[src/rtl/regfile_write_arbiter_pkg.sv]
// Shared CPU constants and requester identifiers for the register-file
// writeback path. Hazard and forwarding logic reuse these definitions.
package regfile_write_arbiter_pkg;

    localparam int unsigned CPU_DATA_W = 8;
    localparam int unsigned CPU_ADDR_W = 3;
    localparam int unsigned CPU_NREG   = 1 << CPU_ADDR_W;

    // Requester IDs; the value doubles as the bit index in grant vectors.
    typedef enum logic {
        REQ_ALU = 1'b0,
        REQ_MEM = 1'b1
    } req_id_e;

    // The requester that is not 'id'.
    function automatic req_id_e other_req(input req_id_e id);
        return (id == REQ_ALU) ? REQ_MEM : REQ_ALU;
    endfunction

endpackage

[src/rtl/regfile_write_arbiter_if.sv]
// Writeback bus between the two write sources, the arbiter and the
// register-file write port. 'master' is the pipeline/register-file side,
// 'slave' is the arbiter.
interface regfile_write_arbiter_if
    import regfile_write_arbiter_pkg::*;
#(
    parameter int unsigned DATA_W = CPU_DATA_W,
    parameter int unsigned ADDR_W = CPU_ADDR_W,
    parameter int unsigned NREG   = CPU_NREG
);

    logic              A_REQ;
    logic [ADDR_W-1:0] A_ADDR;
    logic [DATA_W-1:0] A_DATA;
    logic              A_GNT;
    logic              M_REQ;
    logic [ADDR_W-1:0] M_ADDR;
    logic [DATA_W-1:0] M_DATA;
    logic              M_GNT;
    logic              HOLD;
    logic              WRITE;
    logic [ADDR_W-1:0] INADDRESS;
    logic [DATA_W-1:0] IN;
    logic [NREG-1:0]   PENDING;

    modport master (
        output A_REQ, A_ADDR, A_DATA, M_REQ, M_ADDR, M_DATA, HOLD,
        input  A_GNT, M_GNT, WRITE, INADDRESS, IN, PENDING
    );

    modport slave (
        input  A_REQ, A_ADDR, A_DATA, M_REQ, M_ADDR, M_DATA, HOLD,
        output A_GNT, M_GNT, WRITE, INADDRESS, IN, PENDING
    );

endinterface

[src/rtl/regfile_write_arbiter_rr_arbiter2.sv]
// Two-input round-robin arbiter. Grant bit 0 = ALU, bit 1 = MEM.
// The pointer names the requester that wins the next contested cycle and
// moves to the loser only when a contest actually happens.
module rr_arbiter2
    import regfile_write_arbiter_pkg::*;
(
    input  logic       i_clk,
    input  logic       i_rst,
    input  logic       i_block,
    input  logic [1:0] i_req,
    output logic [1:0] o_gnt
);

    req_id_e r_ptr;
    req_id_e w_ptr_nxt;
    logic    w_contest;

    assign w_contest = (&i_req) && !i_block;

    // Pointer register; loads are older in the pipeline so MEM starts first.
    always_ff @(posedge i_clk) begin
        if (i_rst) begin
            r_ptr <= REQ_MEM;
        end else begin
            r_ptr <= w_ptr_nxt;
        end
    end

    // Next pointer: a contested cycle hands priority to the loser.
    always_comb begin
        w_ptr_nxt = r_ptr;
        if (w_contest) begin
            w_ptr_nxt = other_req(r_ptr);
        end
    end

    // Grant decode: nothing while blocked or in reset, else lone requester or pointer.
    always_comb begin
        o_gnt = '0;
        if (!i_rst && !i_block) begin
            if (&i_req) begin
                o_gnt = (r_ptr == REQ_ALU) ? 2'b01 : 2'b10;
            end else begin
                o_gnt = i_req;
            end
        end
    end

endmodule

[src/rtl/regfile_write_arbiter.sv]
// Shares the register-file write port between the ALU result path and the
// load path: round-robin grant, one registered write stage, and a
// pending-write scoreboard for the hazard unit.
module regfile_write_arbiter
    import regfile_write_arbiter_pkg::*;
#(
    parameter int unsigned DATA_W = CPU_DATA_W,
    parameter int unsigned ADDR_W = CPU_ADDR_W,
    parameter int unsigned NREG   = CPU_NREG
)(
    input  logic                    CLK,
    input  logic                    RESET,
    regfile_write_arbiter_if.slave  bus
);

    logic [1:0]        w_req;
    logic [1:0]        w_gnt;
    logic              r_write;
    logic [ADDR_W-1:0] r_inaddress;
    logic [DATA_W-1:0] r_in;
    logic [NREG-1:0]   w_pending;

    assign w_req = {bus.M_REQ, bus.A_REQ};

    rr_arbiter2 u_arb (
        .i_clk   (CLK),
        .i_rst   (RESET),
        .i_block (bus.HOLD),
        .i_req   (w_req),
        .o_gnt   (w_gnt)
    );

    assign bus.A_GNT = w_gnt[0];
    assign bus.M_GNT = w_gnt[1];

    // Write stage: capture the granted request; address/data hold when idle.
    always_ff @(posedge CLK) begin
        if (RESET) begin
            r_write     <= 1'b0;
            r_inaddress <= '0;
            r_in        <= '0;
        end else if (w_gnt[0]) begin
            r_write     <= 1'b1;
            r_inaddress <= bus.A_ADDR;
            r_in        <= bus.A_DATA;
        end else if (w_gnt[1]) begin
            r_write     <= 1'b1;
            r_inaddress <= bus.M_ADDR;
            r_in        <= bus.M_DATA;
        end else begin
            r_write     <= 1'b0;
        end
    end

    // Scoreboard: a register is pending while a write to it waits or sits in the stage.
    always_comb begin
        w_pending = '0;
        for (int unsigned r = 0; r < NREG; r++) begin
            w_pending[r] = (bus.A_REQ && !w_gnt[0] && (bus.A_ADDR == ADDR_W'(r))) ||
                           (bus.M_REQ && !w_gnt[1] && (bus.M_ADDR == ADDR_W'(r))) ||
                           (r_write && (r_inaddress == ADDR_W'(r)));
        end
    end

    assign bus.WRITE     = r_write;
    assign bus.INADDRESS = r_inaddress;
    assign bus.IN        = r_in;
    assign bus.PENDING   = w_pending;

endmodule

[src/flat_wrapper.sv]
// flat-port wrapper written by rule: the top's interface ports become plain ports
module regfile_write_arbiter_flat import regfile_write_arbiter_pkg::*;
#(
    parameter int unsigned DATA_W = CPU_DATA_W,
    parameter int unsigned ADDR_W = CPU_ADDR_W,
    parameter int unsigned NREG   = CPU_NREG
)
  (CLK, RESET, bus_A_REQ, bus_A_ADDR, bus_A_DATA, bus_M_REQ, bus_M_ADDR, bus_M_DATA, bus_HOLD, bus_A_GNT, bus_M_GNT, bus_WRITE, bus_INADDRESS, bus_IN, bus_PENDING);
  regfile_write_arbiter_if #(.DATA_W(DATA_W), .ADDR_W(ADDR_W), .NREG(NREG)) bus_i ();
  input  logic CLK;
  input  logic RESET;
  input wire logic [$bits(bus_i.A_REQ)-1:0] bus_A_REQ;
  input wire logic [$bits(bus_i.A_ADDR)-1:0] bus_A_ADDR;
  input wire logic [$bits(bus_i.A_DATA)-1:0] bus_A_DATA;
  input wire logic [$bits(bus_i.M_REQ)-1:0] bus_M_REQ;
  input wire logic [$bits(bus_i.M_ADDR)-1:0] bus_M_ADDR;
  input wire logic [$bits(bus_i.M_DATA)-1:0] bus_M_DATA;
  input wire logic [$bits(bus_i.HOLD)-1:0] bus_HOLD;
  output wire logic [$bits(bus_i.A_GNT)-1:0] bus_A_GNT;
  output wire logic [$bits(bus_i.M_GNT)-1:0] bus_M_GNT;
  output wire logic [$bits(bus_i.WRITE)-1:0] bus_WRITE;
  output wire logic [$bits(bus_i.INADDRESS)-1:0] bus_INADDRESS;
  output wire logic [$bits(bus_i.IN)-1:0] bus_IN;
  output wire logic [$bits(bus_i.PENDING)-1:0] bus_PENDING;
  assign bus_i.A_REQ = bus_A_REQ;
  assign bus_i.A_ADDR = bus_A_ADDR;
  assign bus_i.A_DATA = bus_A_DATA;
  assign bus_i.M_REQ = bus_M_REQ;
  assign bus_i.M_ADDR = bus_M_ADDR;
  assign bus_i.M_DATA = bus_M_DATA;
  assign bus_i.HOLD = bus_HOLD;
  assign bus_A_GNT = bus_i.A_GNT;
  assign bus_M_GNT = bus_i.M_GNT;
  assign bus_WRITE = bus_i.WRITE;
  assign bus_INADDRESS = bus_i.INADDRESS;
  assign bus_IN = bus_i.IN;
  assign bus_PENDING = bus_i.PENDING;
  regfile_write_arbiter #(.DATA_W(DATA_W), .ADDR_W(ADDR_W), .NREG(NREG)) u_core (.CLK(CLK), .RESET(RESET), .bus(bus_i));
endmodule
[config.mk]
export PLATFORM = sky130hd
export DESIGN_NAME = regfile_write_arbiter_flat
export DESIGN_NICKNAME = d
export VERILOG_FILES = /design/src/rtl/regfile_write_arbiter_pkg.sv /design/src/rtl/regfile_write_arbiter_if.sv /design/src/rtl/regfile_write_arbiter_rr_arbiter2.sv /design/src/rtl/regfile_write_arbiter.sv /design/src/flat_wrapper.sv
export SDC_FILE = /design/constraint.sdc
export NUM_CORES = 1
export LEC_CHECK = 0
export CORE_MARGIN = 4
export CORE_UTILIZATION = 40
export CTS_CLUSTER_SIZE = 20
export DETAILED_ROUTE_END_ITERATION = 6
export PLACE_DENSITY = 0.88
export RECOVER_POWER = 50
export SYNTH_ARGS = -nofsm -noshare
export SYNTH_HDL_FRONTEND = slang
export SYNTH_HIERARCHICAL = 1
export SYNTH_SLANG_ARGS = --single-unit
[constraint.sdc]
create_clock -name CLK -period 6.9 [get_ports CLK]
set_input_delay 2.07 -clock CLK [delete_from_list [all_inputs] [get_ports CLK]]
set_output_delay 2.07 -clock CLK [all_outputs]
set_load 0.02 [all_outputs]
; Word-level counts from Yosys, hierarchy flattened
; Index checks and enable logic that the tools add are counted.
[word_totals]
register_bits = 13
latch_bits = 0
ram_bits = 0
romBits = 0
out_inout_bits = 22
memories = 0
[classes]
addsub = 0
n_mul = 0
div = 0
order_cmp = 0
n_eq_ne = 21
shift = 0
n_mux = 10
bitwise = 0
n_reduce_logical = 53
[op_table]
columns = operator, count
row1 = $eq 3x3->1 const B, 12
row2 = $logic_and 1x1->1, 28
row3 = $eq 3x2->1 const B, 6
row4 = $logic_or 1x1->1, 16
row5 = $mux 8, 2
row6 = $eq 3x1->1 const B, 3
row7 = $logic_not 3->1, 3
row8 = $mux 2, 3
row9 = $mux 3, 2
row10 = $logic_not 1->1, 4
row11 = $mux 1, 3
row12 = $reduce_and 2->1, 1
row13 = $reduce_bool 2->1, 1

; Logic depth before layout (Yosys ltp)
; Gate-level depths: netlist of the first run.
[depth]
depth_word = 8
ltp_mapped = 6
ltp_nobuf = 5

; Hierarchy
; Netlist of the first run, hierarchy kept.
[by_module_without_submodules]
columns = module, n_inst, cells_per_inst, area_per_inst_um2, seq_area_each_um2
row1 = regfile_write_arbiter, 1, 92, 785.8, 240.2
row2 = rr_arbiter2, 1, 10, 75.1, 20.0

; Worst setup path after synthesis of the first run
; No wires, ideal clock.
[synth_timing]
path_kind = input port to output port
startpoint = in bus_HOLD
endpoint = out bus_PENDING[5]
t_arrival_ps = 3261
slack_ps = 1569
path_stages = 6
path_buffers = 1
path_cell_list = nor2_1 > and3_1 > buf_6 > and3b_1 > a22oi_1 > nand2_1
[synth_via]
elab_chain_cells = 8
elab_cells_between_ends = 11
cone_classes = mux (1) / reduce/logical (10)
[synth_lines]
columns = element, line_no
row1 = "start, declared", flat_wrapper.sv:18  ; input wire logic [$bits(bus_i.HOLD)-1:0] bus_HOLD;
row2 = $logic_not 1->1, regfile_write_arbiter_rr_arbiter2.sv:40  ; if (!i_rst && !i_block) begin
row3 = $logic_and 1x1->1, regfile_write_arbiter_rr_arbiter2.sv:40
row4 = $mux 2, regfile_write_arbiter_rr_arbiter2.sv:40
row5 = net bus_M_GNT, flat_wrapper.sv:20  ; output wire logic [$bits(bus_i.M_GNT)-1:0] bus_M_GNT;
row6 = $logic_not 1->1, regfile_write_arbiter.sv:60  ; (bus.M_REQ && !w_gnt[1] && (bus.M_ADDR == ADDR_W'(r))) ||
row7 = $logic_and 1x1->1 (2 in series), regfile_write_arbiter.sv:60
row8 = $logic_or 1x1->1, regfile_write_arbiter.sv:59  ; w_pending[r] = (bus.A_REQ && !w_gnt[0] && (bus.A_ADDR == ADDR_W'(r))) ||
row9 = $logic_or 1x1->1, regfile_write_arbiter.sv:60
row10 = "end, declared", flat_wrapper.sv:24  ; output wire logic [$bits(bus_i.PENDING)-1:0] bus_PENDING;
; The timed path passes the listed nets, and every way through them passes these cells.

; Worst setup path in the final report of the first run
[layout_timing]
startpoint = in bus_A_REQ
endpoint = out bus_A_GNT
[layout_via]
elab_chain_cells = 3
[layout_lines]
columns = element, line_no
row1 = "start, declared", flat_wrapper.sv:12  ; input wire logic [$bits(bus_i.A_REQ)-1:0] bus_A_REQ;
row2 = $reduce_and 2->1, regfile_write_arbiter_rr_arbiter2.sv:41  ; if (&i_req) begin
row3 = $mux 2 *, regfile_write_arbiter_rr_arbiter2.sv:41
row4 = $mux 2 *, regfile_write_arbiter_rr_arbiter2.sv:40
row5 = "end, declared", flat_wrapper.sv:19  ; output wire logic [$bits(bus_i.A_GNT)-1:0] bus_A_GNT;
; Mark *: on every way between the ends. The rest lies on a longest branch, timed or not.

==> results.py, run 1 <==
metrics = {
    "drt": {
        "vias": 983,
        "first_iter_violations": 44,
        "route.detailed.drc": 0,
        "viasPerCell": 5.46,
        "finalWirelength_um": 2550,
        "routedWlPerCell_um": 14.2,
        "first_pass_iters": 4,
        "drtAntennaViolNets": 0,
    },
    "clock_tree": {
        "cts_buffers": 3,
        "h-tree-depth": 1,
        "clock_latency_ps": 270,
        "clk_path_buf_depth": 2,
        "cts.sinks": 13,
        "clk_pin_slew_ps": 80,
        "hold_buffers": 0,
        "post-cts-setup-buffers": 0,
        "cts_tree": "done",
        "post_cts_resized": 0,
        "cts-root-buf": "clkbuf_4",
    },
    "grt": {
        "gr-usage-all-layers_pct": 18.6,
        "antenna_found_initial": 0,
        "grt_max_degree": 15,
        "grt.overflow.total": 0,
        "grt_pass1_wl_um": 3960,
        "grt_pass1_vias": 956,
    },
    "cells_and_area": {
        "final_cell_count_no_fill": 180,
        "num_antenna_cells": 0,
        "fillers": 180,
        "area_delta_synth_final_pct": 61.3,
        "nets": 181,
        "layout_common_cells": "35 x clkdlybuf4s50_1, 18 x nor2_1, 13 x dlygate4sd3_1, 13 x dfxtp_1, 12 x mux2i_1",
        "mostFrequentLayoutCell": "clkdlybuf4s50_1",
        "drive_gt1_share_pct": 10.5,
    },
    "power": {
        "netSwitchingFraction_pct": 29.0,
        "power_leakage_nw": 0.576,
        "power.density_mw_per_mm2": 138,
        "p_int_w": 0.000136,
        "p_sw_w": 0.0000556,
        "pwr-share-seq_pct": 42.9,
        "power_frac_clock_pct": 24.2,
        "p_comb_share_pct": 32.9,
        "ir_worst_vdd_mv": 0.112,
    },
    "sta": {
        "timing.setup.tns_ps": 0,
        "fmax_ghz": 0.153,
        "tightest_slew_ps": 621,
        "setup_viol": 0,
        "maxSlewHeadroom_pct": 58.6,
        "finalCritPeriodShare_pct": 94.5,
        "report.final.slew_viol_count": 0,
        "clock_skew_ps": 1.81,
        "rsz0062_at_grt": "no",
        "fin_crit_ps": 6520,
        "hold_viol": 0,
    },
    "worst_setup_path": {
        "crit_arrival_ps": 4450,
        "cp-start-kind": "input pin",
        "worstSetupEndpointType": "output port",
        "critical_path_class": "input pin to output port",
        "required_ps": 4830,
        "crit_fanout": 9,
    },
    "hold_path": {
        "hp-class": "register to register",
    },
    "placed_design": {
        "placedCellCount": 176,
        "dp_hpwl_um": 2040,
        "io_buffers": 48,
        "place.gp.congestion": 0.886,
    },
    "die": {
        "fp.dieH_um": 54.4,
        "chipWidth_um": 54.4,
        "start_util_pct": 43.0,
        "design.core.area_sq_mm": 0.00200,
        "rows": 16,
        "die-area_sq_mm": 0.00296,
        "ios": 49,
    },
    "synth": {
        "synthAdderAreaFrac_pct": 0,
        "synth_top_cell_area_share_pct": 30.2,
        "ys_ff_latch": 13,
        "ys_top_cells_by_area": "dfxtp_1 30%, mux2_2 14%, mux2i_1 14%",
        "ys_seq_area_share_pct": 30.2,
        "yosysTopAreaCell": "dfxtp_1",
        "synth-simple-area-share_pct": 32.7,
        "netlist_instances": 102,
        "syn_nets": 129,
        "yosys_warnings": 6,
        "synth-xor-area-share_pct": 0,
        "ys.flop_type": "dfxtp_1",
        "ys_async_sr_fraction_pct": 0,
        "synth.distinct_cells": 23,
        "synth_edf_count": 0,
        "synth_top_family_by_area": "simple AND/OR/NAND/NOR gates",
        "muxShareOfSynthArea_pct": 28.3,
        "mappedNetlistArea_sq_um": 861,
        "synth_compound_gate_area_share_pct": 5.52,
        "avgSynthCellArea_sq_um": 8.44,
    },
    "job": {
        "drv_cap": 0,
    },
    "status": {
        "outcome": "complete, no violations",
    },
}
[worst paths after layout]
| check | from | to | slack (ps) | cells after the start |
|---|---|---|---|---|
| setup / recovery | bus_A_REQ | bus_A_GNT | 380 | 4 |
| hold / removal | u_core/u_arb/r_ptr$_SDFFE_PP1P_ | u_core/u_arb/r_ptr$_SDFFE_PP1P_ | 550 | 2 |
| setup reg to reg | u_core/u_arb/r_ptr$_SDFFE_PP1P_ | u_core/bus.IN[4]$_SDFFE_PP0P_ | 5160 | 5 |
| hold reg to reg | u_core/u_arb/r_ptr$_SDFFE_PP1P_ | u_core/u_arb/r_ptr$_SDFFE_PP1P_ | 550 | 2 |
[metal layers]
layer  GRT usage [%]  part of all wire [%]
met1            19.7                    39
met2            34.5                    49
met3            1.36                   9.1
met4            12.4                   2.1
met5               0                     0
[layout make-up]
class / instances / area [sq um] / area share [%]
sequential: 13 / 260 / 18.7
multi-input combinational: 85 / 573 / 41.3
tap: 27 / 33.8 / 2.43
clock buffer: 4 / 26.3 / 1.89
timing repair buffer: 51 / 495 / 35.7
[through the flow]
stage	hold WS, ps	area, sq um	util [%]	total power [W]	worst slack, ps
4_1_cts	554	1400	69.8	0.000197	610
2_1_floorplan	508	861	-	0.000114	1570
3_3_place_gp	528	1370	68.4	0.000147	688
3_5_place_dp	541	1370	68.4	0.000149	613
5_1_grt	592	1390	69.4	0.000202	244
6_report	546	1390	69.4	0.000192	377
[state kept, by name (all words and copies together) (netlist names)]
name / cells
u_core/bus.IN: 8
u_core/bus.INADDRESS: 3
u_core/bus.WRITE: 1
u_core/u_arb/r_ptr: 1
[kinds of logic after synthesis]
group,count (synthesis)
and+or+nand+nor,56
muxes,23
DFF,13
AOI/OAI and AO/OA,6
buffers and inverters,4
[power groups by stage]
stage | Clock (W) | Combinational [W] | Sequential, W
global route | 0.0000514 | 0.0000677 | 0.0000829
CTS | 0.0000498 | 0.0000648 | 0.0000824
detailed placement | 0 | 0.0000646 | 0.0000841
finish | 0.0000464 | 0.0000630 | 0.0000822
global placement | 0 | 0.0000630 | 0.0000840
floorplan | 0 | 0.0000259 | 0.0000879
[critical path: stages]
cell             delay, ps
dlygate4sd3_1          690
and3_1                 440
clkbuf_1               520
clkdlybuf4s50_1        720
[synthesized netlist by cell type, drive strengths merged, types with 2 or more instances]
library cell and n:
and3b 2, nor3b 2, mux2 11, dfxtp 13
nor2 18, a32oi 2, buf 3, nand4 2
mux2i 12, nand3 10, nand2 10, nor2b 6
a22oi 3, and3 2
No activity file was read; power rests on OpenSTA's default activity.
==> inputs of run 2 (changes only) <==
CORE_MARGIN = 2   (was 4)
CORE_UTILIZATION = 42   (was 40)
PLACE_DENSITY = 0.89   (was 0.88)
SYNTH_HIERARCHICAL = unset   (was 1)
==> run 2 against run 1 <==
Sequential share of layout area down 0.75 points. Fmax up 1.5%. Highest routed layer unchanged. First-iteration DRC count up 52%. Synthesized cell count up 18%. Largest cell class unchanged.
==> results.py, run 2 <==
metrics = {
    "status": {
        "outcome": "complete, no violations",
    },
    "grt": {
        "gr-usage-all-layers_pct": 23.8,
        "grt_pass1_vias": 1081,
        "grt_max_degree": 18,
        "grt.overflow.total": 0,
        "antenna_found_initial": 0,
        "grt_pass1_wl_um": 4800,
    },
    "cells_and_area": {
        "area_delta_synth_final_pct": 55.4,
        "ff_latch_area_sq_um": 260,
        "final_cell_count_no_fill": 195,
        "largest_register_ffs": 8,
        "mostFrequentLayoutCell": "clkdlybuf4s50_1",
        "drive_gt1_share_pct": 5.39,
        "final_util_pct": 67.3,
        "nets": 195,
        "multi_input_area_sq_um": 606,
        "final_area_sq_mm": 0.00145,
        "fillers": 171,
        "layout_common_cells": "36 x clkdlybuf4s50_1, 15 x nand3_1, 13 x dfxtp_1",
        "num_antenna_cells": 0,
    },
    "synth": {
        "netlist_instances": 120,
        "synthTopCellsByCount": "15 x nand3_1, 13 x dfxtp_1, 12 x o21ai_0",
        "ys_top_cells_by_area": "dfxtp_1 28%, a311oi_1 8.5%, nand3_1 8.1%",
        "mappedNetlistArea_sq_um": 931,
        "synth_top_cell_area_share_pct": 28.0,
        "synth.distinct_cells": 35,
        "syn_nets": 147,
        "ys_seq_area_share_pct": 28.0,
        "ys.flop_type": "dfxtp_1",
        "yosys_warnings": 0,
        "avgSynthCellArea_sq_um": 7.76,
        "yosysTopAreaCell": "dfxtp_1",
        "synth_edf_count": 0,
        "ys_ff_latch": 13,
        "ys_async_sr_fraction_pct": 0,
        "synth_most_common_cell": "nand3_1",
    },
    "drt": {
        "vias": 1221,
        "finalWirelength_um": 2990,
        "first_iter_violations": 67,
        "first_pass_iters": 4,
        "viasPerCell": 6.26,
        "drtAntennaViolNets": 0,
        "route.detailed.drc": 0,
        "routedWlPerCell_um": 15.4,
    },
    "sta": {
        "hold_viol": 0,
        "tightest_slew_ps": 667,
        "fmax_ghz": 0.156,
        "report.final.slew_viol_count": 0,
        "setup_viol": 0,
        "fin_ws_ps": 475,
        "timing.setup.tns_ps": 0,
        "fin_crit_ps": 6420,
        "maxSlewHeadroom_pct": 55.4,
        "rsz0062_at_grt": "no",
        "clock_skew_ps": 13.3,
        "finalCritPeriodShare_pct": 93.1,
    },
    "die": {
        "rows": 17,
        "die-area_sq_mm": 0.00261,
        "fp.dieH_um": 51.1,
        "design.core.area_sq_mm": 0.00215,
        "chipWidth_um": 51.1,
        "start_util_pct": 43.3,
        "ios": 49,
    },
    "clock_tree": {
        "cts-root-buf": "clkbuf_4",
        "h-tree-depth": 1,
        "cts.sinks": 13,
        "clk_path_buf_depth": 2,
        "post_cts_resized": 0,
        "hold_buffers": 0,
        "clk_pin_slew_ps": 90,
        "clock_latency_ps": 280,
        "cts_tree": "done",
        "post-cts-setup-buffers": 0,
        "cts_buffers": 3,
    },
    "placed_design": {
        "place.gp.congestion": 0.821,
        "io_buffers": 48,
        "placedCellCount": 191,
        "pre_cts_slack_ps": 580,
        "dp_hpwl_um": 2310,
        "place_area_sq_mm": 0.00143,
    },
    "power": {
        "power.density_mw_per_mm2": 140,
        "power_leakage_nw": 0.492,
        "ir_worst_vdd_mv": 0.130,
    },
    "worst_setup_path": {
        "required_ps": 4830,
        "max_stage_delay_ps": 660,
        "slowest_stage": "dlygate4sd3_1",
        "crit_fanout": 17,
        "cp_num_buf_inv": 2,
        "worstSetupEndpointType": "output port",
        "critical_path_class": "input pin to output port",
        "cp_cell_sequence": "dlygate4sd3_1 -> a211oi_4 -> nor4_1 -> a211o_1 -> clkdlybuf4s50_1",
        "cp-start-kind": "input pin",
        "critPathTopFamily": "buffers and inverters",
        "crit_arrival_ps": 4350,
    },
    "job": {
        "drv_cap": 0,
    },
    "hold_path": {
        "hp-class": "register to register",
    },
}
## run 2: cells by family after synthesis
| family | after synthesis | synth area share [%] |
|---|---|---|
| buffers and inverters | 12 | 6.72 |
| AO/OA/AOI/OAI | 46 | 33.9 |
| XOR/XNOR | 1 | 0.941 |
| AND/OR/NAND/NOR | 48 | 30.5 |
| flip-flops | 13 | 28.0 |
## run 2: worst min-delay path, stage by stage, from the launching register on
cell and delay, ps:
dfxtp_1 320, a21oi_1 110, a311oi_1 60
## run 2: worst paths after layout
kind	cells past startpoint	to	from	slack, ps
setup / recovery	5	bus_PENDING[0]	RESET	480
hold / removal	2	u_core.bus.IN[5]$_SDFFE_PP0P_	u_core.bus.IN[5]$_SDFFE_PP0P_	530
setup reg to reg	3	u_core.bus.IN[3]$_SDFFE_PP0P_	u_core.u_arb.r_ptr$_SDFFE_PP1P_	5270
hold reg to reg	2	u_core.bus.IN[5]$_SDFFE_PP0P_	u_core.bus.IN[5]$_SDFFE_PP0P_	530
## run 2: stage by stage
stage	hold WS (ps)	total power [W]
6_report	531	0.000202
5_1_grt	561	0.000213
4_1_cts	536	0.000204
3_5_place_dp	525	0.000158
3_3_place_gp	506	0.000156
2_1_floorplan	571	0.000120
## run 2: report_power, final
part           internal (W)  switching (W)
Combinational     0.0000350      0.0000356
Sequential        0.0000797     0.00000501
Clock             0.0000215      0.0000254
## run 2: metal layers
layer  GRT usage, %  wire, um  vias to the layer above
met3           5.85       270                        9
met2           39.4      1510                       83
li1               -         -                      568
met5              0         0                        -
met4           9.91        48                        0
met1           29.4      1160                      561
## run 2: area by class of cell
cell class / instances / area share (%)
timing repair buffer: 52 / 35.0
clock buffer: 3 / 1.56
inverter: 3 / 0.779
multi-input combinational: 95 / 41.9
sequential: 13 / 18.0
clock inverter: 1 / 0.346
tap: 28 / 2.42
==> inputs of run 3 (changes only) <==
CAP_MARGIN = 20   (was unset)
REMOVE_ABC_BUFFERS = 1   (was unset)
==> run 3 against run 2 <==
Critical path type unchanged. Fmax down 0.56%. Via count down 3.5%. Global-route usage down 0.20 points. Register-to-register slack better by 80 ps. Wire length up 0.60%. Utilization down 0.23 points. Combinational power down 0.6%. Sequential power down 0.8%. Critical path depth unchanged.
==> results.py, run 3 (synthesis gave the netlist of run 2 again) <==
metrics = {
    "status": {
        "outcome": "complete, no violations",
    },
    "placed_design": {
        "io_buffers": 48,
        "dp_hpwl_um": 2330,
        "place.gp.congestion": 0.821,
        "pre_cts_slack_ps": 507,
    },
    "sta": {
        "rsz0062_at_grt": "no",
        "fin_ws_ps": 439,
        "maxSlewHeadroom_pct": 53.3,
        "setup_viol": 0,
        "timing.setup.tns_ps": 0,
        "tightest_slew_ps": 698,
        "whs_ps": 523,
        "report.final.slew_viol_count": 0,
        "clock_skew_ps": 2.67,
        "fmax_ghz": 0.155,
        "fin_crit_ps": 6460,
        "finalCritPeriodShare_pct": 93.6,
        "hold_viol": 0,
    },
    "die": {
        "chipWidth_um": 51.1,
        "rows": 17,
        "die-area_sq_mm": 0.00261,
        "ios": 49,
        "design.core.area_sq_mm": 0.00215,
        "start_util_pct": 43.3,
        "fp.dieH_um": 51.1,
    },
    "job": {
        "drv_cap": 0,
    },
    "power": {
        "ir_worst_vdd_mv": 0.103,
        "power.density_mw_per_mm2": 140,
        "fin_total_pwr_w": 0.000202,
        "power_leakage_nw": 0.491,
    },
    "worst_setup_path": {
        "cp-start-kind": "input pin",
        "r2r_cells": 3,
        "worstSetupEndpointType": "output port",
        "crit_fanout": 17,
        "critical_path_class": "input pin to output port",
        "crit_arrival_ps": 4390,
        "required_ps": 4830,
    },
    "hold_path": {
        "min_path_cells": 2,
        "hp-class": "register to register",
    },
    "cells_and_area": {
        "mostFrequentLayoutCell": "clkdlybuf4s50_1",
        "area_delta_synth_final_pct": 54.8,
        "final_util_pct": 67.1,
        "largest_register_ffs": 8,
        "layout_common_cells": "34 x clkdlybuf4s50_1, 15 x nand3_1, 14 x dlygate4sd3_1",
        "num_antenna_cells": 0,
        "drive_gt1_share_pct": 4.82,
        "nets": 194,
    },
    "grt": {
        "grt_max_degree": 18,
        "grt_pass1_wl_um": 4660,
        "met1_usage_pct": 30.6,
        "grt_pass1_vias": 992,
        "antenna_found_initial": 0,
        "grt_use_met2_pct": 38.5,
        "grt.overflow.total": 0,
        "gr-usage-all-layers_pct": 23.6,
        "use_met3_pct": 3.51,
        "busiest_layer": "met2",
    },
    "clock_tree": {
        "clk_path_buf_depth": 2,
        "post_cts_resized": 0,
        "cts_tree": "done",
        "cts.sinks": 13,
        "cts-root-buf": "clkbuf_4",
        "h-tree-depth": 1,
        "cts_buffers": 3,
        "clock_latency_ps": 280,
        "post-cts-setup-buffers": 0,
        "clk_pin_slew_ps": 80,
        "hold_buffers": 0,
    },
    "drt": {
        "first_pass_iters": 4,
        "drtAntennaViolNets": 0,
        "finalWirelength_um": 3010,
        "vias": 1178,
        "viasPerCell": 6.07,
        "routedWlPerCell_um": 15.5,
        "route.detailed.drc": 0,
        "first_iter_violations": 48,
    },
}
-- run 3: cell types whose count changed in the layout (fill, tap and decap cells not counted) --
| cell | delta |
|---|---|
| clkdlybuf4s50_1 | -2 |
| dlygate4sd3_1 | +2 |
| clkinv_2 | -1 |
-- run 3: power breakdown --
group          leakage [nW]   total, W  switching, W  internal, W
registers             0.107  0.0000840    0.00000436    0.0000797
clock network        0.0150  0.0000477     0.0000253    0.0000224
logic                 0.370  0.0000702     0.0000355    0.0000347
-- run 3: layer usage --
| metal | wire length (um) | vias to the layer above | share of wire (%) |
|---|---|---|---|
| met5 | 0 | - | 0 |
| met4 | 60 | 0 | 2.0 |
| met3 | 196 | 9 | 6.5 |
| met2 | 1540 | 53 | 51 |
| met1 | 1210 | 547 | 40 |
| li1 | - | 569 | - |
-- run 3: per-stage QoR --
stage / std cells / instance area (sq um)
finish: 194 / 1440
global route: 194 / 1440
CTS: 194 / 1440
detailed placement: 190 / 1420
global placement: 190 / 1420
floorplan: 111 / 880
-- run 3: path summary, 6_finish.rpt --
kind | start | to | slack (ps)
worst min register to register | u_core.bus.IN[5]$_SDFFE_PP0P_ | u_core.bus.IN[5]$_SDFFE_PP0P_ | 520
worst max-delay path | bus_M_REQ | bus_PENDING[0] | 440
worst min-delay path | u_core.bus.IN[5]$_SDFFE_PP0P_ | u_core.bus.IN[5]$_SDFFE_PP0P_ | 520
worst max register to register | u_core.u_arb.r_ptr$_SDFFE_PP1P_ | u_core.bus.IN[3]$_SDFFE_PP0P_ | 5350
-- run 3: layout make-up --
| type | instances | area [sq um] |
|---|---|---|
| fill | 176 | 707 |
| multi-input combinational | 95 | 606 |
| timing repair buffer | 51 | 503 |
| sequential | 13 | 260 |
| tap | 28 | 35.0 |
| clock buffer | 4 | 26.3 |
| inverter | 3 | 11.3 |
-- run 3: critical path, cell delays in order --
cell,delay [ps]
dlygate4sd3_1,710
a211oi_4,670
nor4_1,110
a211o_1,290
clkdlybuf4s50_1,540
